<file path="src/rtl/uart_tx_arbiter.sv">
// ---------------------------------------------------------------------------
// uart_tx_arbiter
//
// Round-robin arbiter that lets several byte sources share one UART
// transmitter. A source keeps its grant for a burst of bytes (until it marks
// a byte as last, or until max_burst bytes have gone out), so a multi-byte
// message is never interleaved with another source's bytes.
//
// Ports
//   sysclk    in   system clock
//   rst       in   synchronous active-high reset
//   req       in   [n_req]            source i has a byte waiting
//   req_data  in   [n_req*data_bits]  byte of source i at [i*data_bits +: data_bits]
//   req_last  in   [n_req]            byte of source i is the last of its message
//   ack       out  [n_req]            one-cycle pulse, byte of source i taken
//   grant     out  [n_req]            one-hot current owner, zero when idle
//   tx_data   out  [data_bits]        byte for the transmitter data register
//   tx_load   out                     one-cycle load strobe to the transmitter
//   tx_tdre   in                      transmitter data register empty
//   busy      out                     arbiter is not idle
// ---------------------------------------------------------------------------
module uart_tx_arbiter #(
    parameter int data_bits      = 8,
    parameter int n_req          = 4,
    parameter int max_burst      = 16,
    parameter int burst_cnt_bits = 5
) (
    input  logic                       sysclk,
    input  logic                       rst,
    input  logic [n_req-1:0]           req,
    input  logic [n_req*data_bits-1:0] req_data,
    input  logic [n_req-1:0]           req_last,
    output logic [n_req-1:0]           ack,
    output logic [n_req-1:0]           grant,
    output logic [data_bits-1:0]       tx_data,
    output logic                       tx_load,
    input  logic                       tx_tdre,
    output logic                       busy
);

    localparam int IdxW = (n_req > 1) ? $clog2(n_req) : 1;

    localparam logic [1:0] IDLE  = 2'd0;
    localparam logic [1:0] SEND  = 2'd1;
    localparam logic [1:0] PULSE = 2'd2;
    localparam logic [1:0] GAP   = 2'd3;

    localparam logic [burst_cnt_bits-1:0] MaxBurst = burst_cnt_bits'(max_burst);

    logic [1:0]                state_q, state_d;
    logic [n_req-1:0]          grant_q, grant_d;
    logic [IdxW-1:0]           owner_q, owner_d;
    logic [IdxW-1:0]           ptr_q, ptr_d;
    logic [burst_cnt_bits-1:0] burstCnt_q, burstCnt_d;
    logic                      last_q, last_d;
    logic [data_bits-1:0]      txData_q, txData_d;
    logic                      txLoad_q, txLoad_d;
    logic [n_req-1:0]          ack_q, ack_d;
    logic                      busy_q, busy_d;

    logic                      pickValid;
    logic [IdxW-1:0]           pickIdx;
    logic                      selReq;
    logic                      selLast;
    logic [data_bits-1:0]      selData;

    // Index arithmetic modulo n_req (n_req need not be a power of two).
    function automatic logic [IdxW-1:0] addWrap(input logic [IdxW-1:0] base, input int off);
        int sum;
        sum = int'(base) + off;
        if (sum >= n_req) begin
            sum = sum - n_req;
        end
        return IdxW'(sum);
    endfunction

    // Round-robin pick: first requesting source at or after the pointer,
    // wrapping past the top index back to source 0.
    always_comb begin
        pickValid = 1'b0;
        pickIdx   = '0;
        for (int k = 0; k < n_req; k++) begin
            if (!pickValid && req[addWrap(ptr_q, k)]) begin
                pickValid = 1'b1;
                pickIdx   = addWrap(ptr_q, k);
            end
        end
    end

    // The grant register is one-hot, so it selects the owner's request,
    // last flag and byte directly without decoding the owner index.
    always_comb begin
        selReq  = 1'b0;
        selLast = 1'b0;
        selData = '0;
        for (int i = 0; i < n_req; i++) begin
            if (grant_q[i]) begin
                selReq  = req[i];
                selLast = req_last[i];
                selData = req_data[i*data_bits +: data_bits];
            end
        end
    end

    // Next-state logic. tx_load and ack are computed one cycle early and
    // registered, so they are high exactly while the FSM sits in PULSE.
    always_comb begin
        state_d    = state_q;
        grant_d    = grant_q;
        owner_d    = owner_q;
        ptr_d      = ptr_q;
        burstCnt_d = burstCnt_q;
        last_d     = last_q;
        txData_d   = txData_q;
        txLoad_d   = 1'b0;
        ack_d      = '0;

        case (state_q)
            IDLE: begin
                if (pickValid) begin
                    grant_d    = {{(n_req-1){1'b0}}, 1'b1} << pickIdx;
                    owner_d    = pickIdx;
                    burstCnt_d = '0;
                    last_d     = 1'b0;
                    state_d    = SEND;
                end
            end
            SEND: begin
                // A source that withdraws its request loses the grant and
                // the next search starts just past it.
                if (!selReq) begin
                    ptr_d   = addWrap(owner_q, 1);
                    grant_d = '0;
                    state_d = IDLE;
                end else if (tx_tdre) begin
                    txData_d   = selData;
                    last_d     = selLast;
                    burstCnt_d = burstCnt_q + 1'b1;
                    txLoad_d   = 1'b1;
                    ack_d      = grant_q;
                    state_d    = PULSE;
                end
            end
            PULSE: begin
                state_d = GAP;
            end
            GAP: begin
                // Dead cycle: the source steps to its next byte and the
                // transmitter drops tdre before SEND samples it again.
                if (last_q || (burstCnt_q == MaxBurst)) begin
                    ptr_d   = addWrap(owner_q, 1);
                    grant_d = '0;
                    state_d = IDLE;
                end else begin
                    state_d = SEND;
                end
            end
            default: begin
                grant_d = '0;
                state_d = IDLE;
            end
        endcase
    end

    assign busy_d = (state_d != IDLE);

    // State and output registers with synchronous reset.
    always_ff @(posedge sysclk) begin
        if (rst) begin
            state_q    <= IDLE;
            grant_q    <= '0;
            owner_q    <= '0;
            ptr_q      <= '0;
            burstCnt_q <= '0;
            last_q     <= 1'b0;
            txData_q   <= '0;
            txLoad_q   <= 1'b0;
            ack_q      <= '0;
            busy_q     <= 1'b0;
        end else begin
            state_q    <= state_d;
            grant_q    <= grant_d;
            owner_q    <= owner_d;
            ptr_q      <= ptr_d;
            burstCnt_q <= burstCnt_d;
            last_q     <= last_d;
            txData_q   <= txData_d;
            txLoad_q   <= txLoad_d;
            ack_q      <= ack_d;
            busy_q     <= busy_d;
        end
    end

    assign grant   = grant_q;
    assign ack     = ack_q;
    assign tx_data = txData_q;
    assign tx_load = txLoad_q;
    assign busy    = busy_q;

endmodule

</file>
<file path="config.mk">
export PLATFORM = sky130hd
export DESIGN_NAME = uart_tx_arbiter
export DESIGN_NICKNAME = d
export VERILOG_FILES = /design/src/rtl/uart_tx_arbiter.sv
export SDC_FILE = /design/constraint.sdc
export NUM_CORES = 1
export LEC_CHECK = 0
export ABC_CLOCK_PERIOD_IN_PS = 2000
export CAP_MARGIN = 20
export CORE_ASPECT_RATIO = 0.7
export CORE_MARGIN = 3
export CORE_UTILIZATION = 44
export CTS_CLUSTER_SIZE = 25
export DETAILED_ROUTE_END_ITERATION = 12
export PLACE_DENSITY = 0.89
export SYNTH_ARGS = -nofsm -noshare
export SYNTH_HDL_FRONTEND = slang
export SYNTH_SLANG_ARGS = --single-unit
export TNS_END_PERCENT = 1
</file>
<file path="constraint.sdc">
create_clock -name sysclk -period 2 [get_ports sysclk]
set_input_delay 0.3 -clock sysclk [delete_from_list [all_inputs] [get_ports sysclk]]
set_output_delay 0.3 -clock sysclk [all_outputs]
set_load 0.01 [all_outputs]
</file>
==> metrics.cfg <==
[status]
status = finished clean

[global_route]
grt_pass1_wl_mm = 7.44
grt_max_degree = 22
antenna_found_initial = 0
gr-usage-all-layers = 0.215
grt-ovfl-total = 0
grt_pass1_vias = 1580

[logic_synthesis]
syn-cell-area_um2 = 1590
synth.avg_cell_area_um2 = 8.76
synth_nets = 227
synth_cell_types = 36
synth_edf_count = 0
synth_cells = 182
ys_seq_area_frac = 0.377
yosys_warnings = 0
async_reset_ff_frac = 0
ys_seq_elements = 30
ys_dominant_reg_cell = dfxtp_1

[setup_path]
path_cells = clkdlybuf4s50_1, a211oi_2, a2111oi_4, nand2_2, a211oi_1, nor3_2
critPathArrivalTime_ns = 2.03
slowest_stage = clkdlybuf4s50_1
crit_path_end_kind = register
critPathLaunchType = input port
worst_ep_required_time_ns = 2.17
crit_path_max_incr_delay_ns = 0.50
crit_type = input port to register
worst-path-max-fanout = 9

[die]
die_y_um = 56.4
core-area_um2 = 3300
num_rows = 17
initial_utilization = 0.483
pin_count = 61
die-area_um2 = 4390
die_w_um = 77.9

[power_and_ir_drop]
powerDensity_nw_per_um2 = 789
peakVddDrop_v = 0.000679
p_leak_nw = 0.912

[clock_tree]
clockBufferDepth = 2
root_buffer = clkbuf_8
cts_sinks = 30
clk_latency_ns = 0.28
cts_tree = yes
clk_pin_slew_ns = 0.06
cts-htree-levels = 2
cts_buffers = 5
postCtsHoldBufs = 0

[sta]
hold_violations = 0
worst_pin_slew_ns = 0.403
fin_skew_ns = 0.00474
rsz0062_at_grt = no
fmax_mhz = 536
maxSlewHeadroom = 0.732
fin_crit_sh = 0.933
setup_viol = 0
slew_violations = 0
fin_tns_setup_ns = 0
fin_crit_ns = 1.87

[finish]
stdcell_area_um2 = 2480
final.fill_count = 246
final_nets = 304
final_common_cell = clkdlybuf4s50_1
antenna_cells = 0
drive_gt1_frac = 0.177
area_growth_pct = 55.3
final_cell_mix = clkdlybuf4s50_1, dfxtp_1, nor2_1

[detailed_routing]
final_antenna_net_count = 0
vias = 1662
avgRoutedWirePerCell_um = 15.0
drtIter0Drc = 60
drcViolationCount = 0
routed_wl_mm = 4.60
via_per_inst = 5.41
first_pass_iters = 4

[placement]
dpl_cell_area_um2 = 2360
dpl.hpwl_mm = 3.39
port_buffers = 60
gp_congestion = 0.775

[hold_path]
hold_path.class = register to register

[job]
cap_violations = 0

[what timing repair did]
item                       4_1_cts  5_1_grt
resized for setup                0        1
hold endpoints to repair         0        0
setup endpoints to repair        0        1
setup buffers                    0        0
[stage by stage]
step           instances  hold WS [ns]  power, mW  utilization  setup slack (ns)
2_1_floorplan        182         0.430       1.07            -             0.385
3_3_place_gp         299         0.445       1.34        0.717           -0.0885
3_5_place_dp         299         0.462       1.36        0.717            -0.156
4_1_cts              307         0.471       1.97        0.750            0.0637
5_1_grt              307         0.492       2.05        0.751            0.0143
6_report             307         0.467       1.95        0.751             0.135
[cell families after synthesis]
| logic type | count (synthesis) | synth area share |
|---|---|---|
| simple gates | 84 | 0.316 |
| compound gates | 47 | 0.232 |
| flops | 30 | 0.377 |
| buf+inv | 16 | 0.0424 |
| mux | 2 | 0.0126 |
| fa+ha+maj | 2 | 0.0157 |
| xor+xnor | 1 | 0.00550 |
[worst paths after layout]
| check | start | cells after the start | slack [ns] | endpoint |
|---|---|---|---|---|
| max | req[1] | 6 | 0.13 | tx_data[1]$_SDFFE_PP0P_ |
| min | last_q$_SDFFE_PP0P_ | 2 | 0.47 | last_q$_SDFFE_PP0P_ |
| max reg2reg | grant[0]$_SDFFE_PP0P_ | 5 | 0.21 | tx_data[1]$_SDFFE_PP0P_ |
| min reg2reg | last_q$_SDFFE_PP0P_ | 2 | 0.47 | last_q$_SDFFE_PP0P_ |
[registers in the layout (all words and copies together) (netlist names)]
register,cells
tx_load,1
last_q,1
grant,4
owner_q,2
tx_data,8
busy,1
ptr_q,2
burstCnt_q,5
state_q,2
ack,4
[where the power goes]
part           internal, mW  leakage (nW)  switching, mW
logic                 0.347         0.611          0.310
registers             0.652         0.244         0.0533
clock network         0.366        0.0579          0.225
total                  1.37         0.912          0.589
[synth_stat cells, types with 2 or more instances]
cell type  count  share of area
a211oi_1      12          0.057
inv_1          5          0.012
or3_1          3          0.012
a211oi_2       2          0.016
nor2_1        23          0.054
nand4b_1       2          0.011
a21oi_1       10          0.031
a32o_1         4          0.025
and2_1         2         0.0078
mux2i_1        2          0.013
nand2_1        5          0.012
nand3b_1       2         0.0094
nor2b_1       13          0.051
clkbuf_1      10          0.024
ha_1           2          0.016
and3_1         4          0.016
nand2b_1       4          0.016
o21ai_0        6          0.019
nor3_2         8          0.050
nor3b_2        2          0.016
nor3_1         9          0.028
dfxtp_1       30           0.38
a221oi_1       9          0.049
[cell type report]
type,instances,area (µm²),area share
Tap cell,47,58.8,0.0237
Sequential cell,30,601,0.243
Timing Repair Buffer,81,758,0.306
Clock buffer,5,68.8,0.0278
Multi-Input combinational cell,136,931,0.376
Clock inverter,3,40.0,0.0162
Inverter,5,18.8,0.00758
[layer usage]
layer	vias to the layer above	global-route usage	part of all wire
li1	826	-	-
met1	782	0.262	0.44
met2	42	0.350	0.49
met3	12	0.0593	0.044
met4	0	0.107	0.021
met5	-	0	0
[critical path: cells and delay by family]
kind / cells / cell delay [ns]
buffers and inverters: 1 / 0.50
AOI/OAI and AO/OA: 3 / 0.92
and+or+nand+nor: 2 / 0.32
Power figures use the tool's default switching activity.
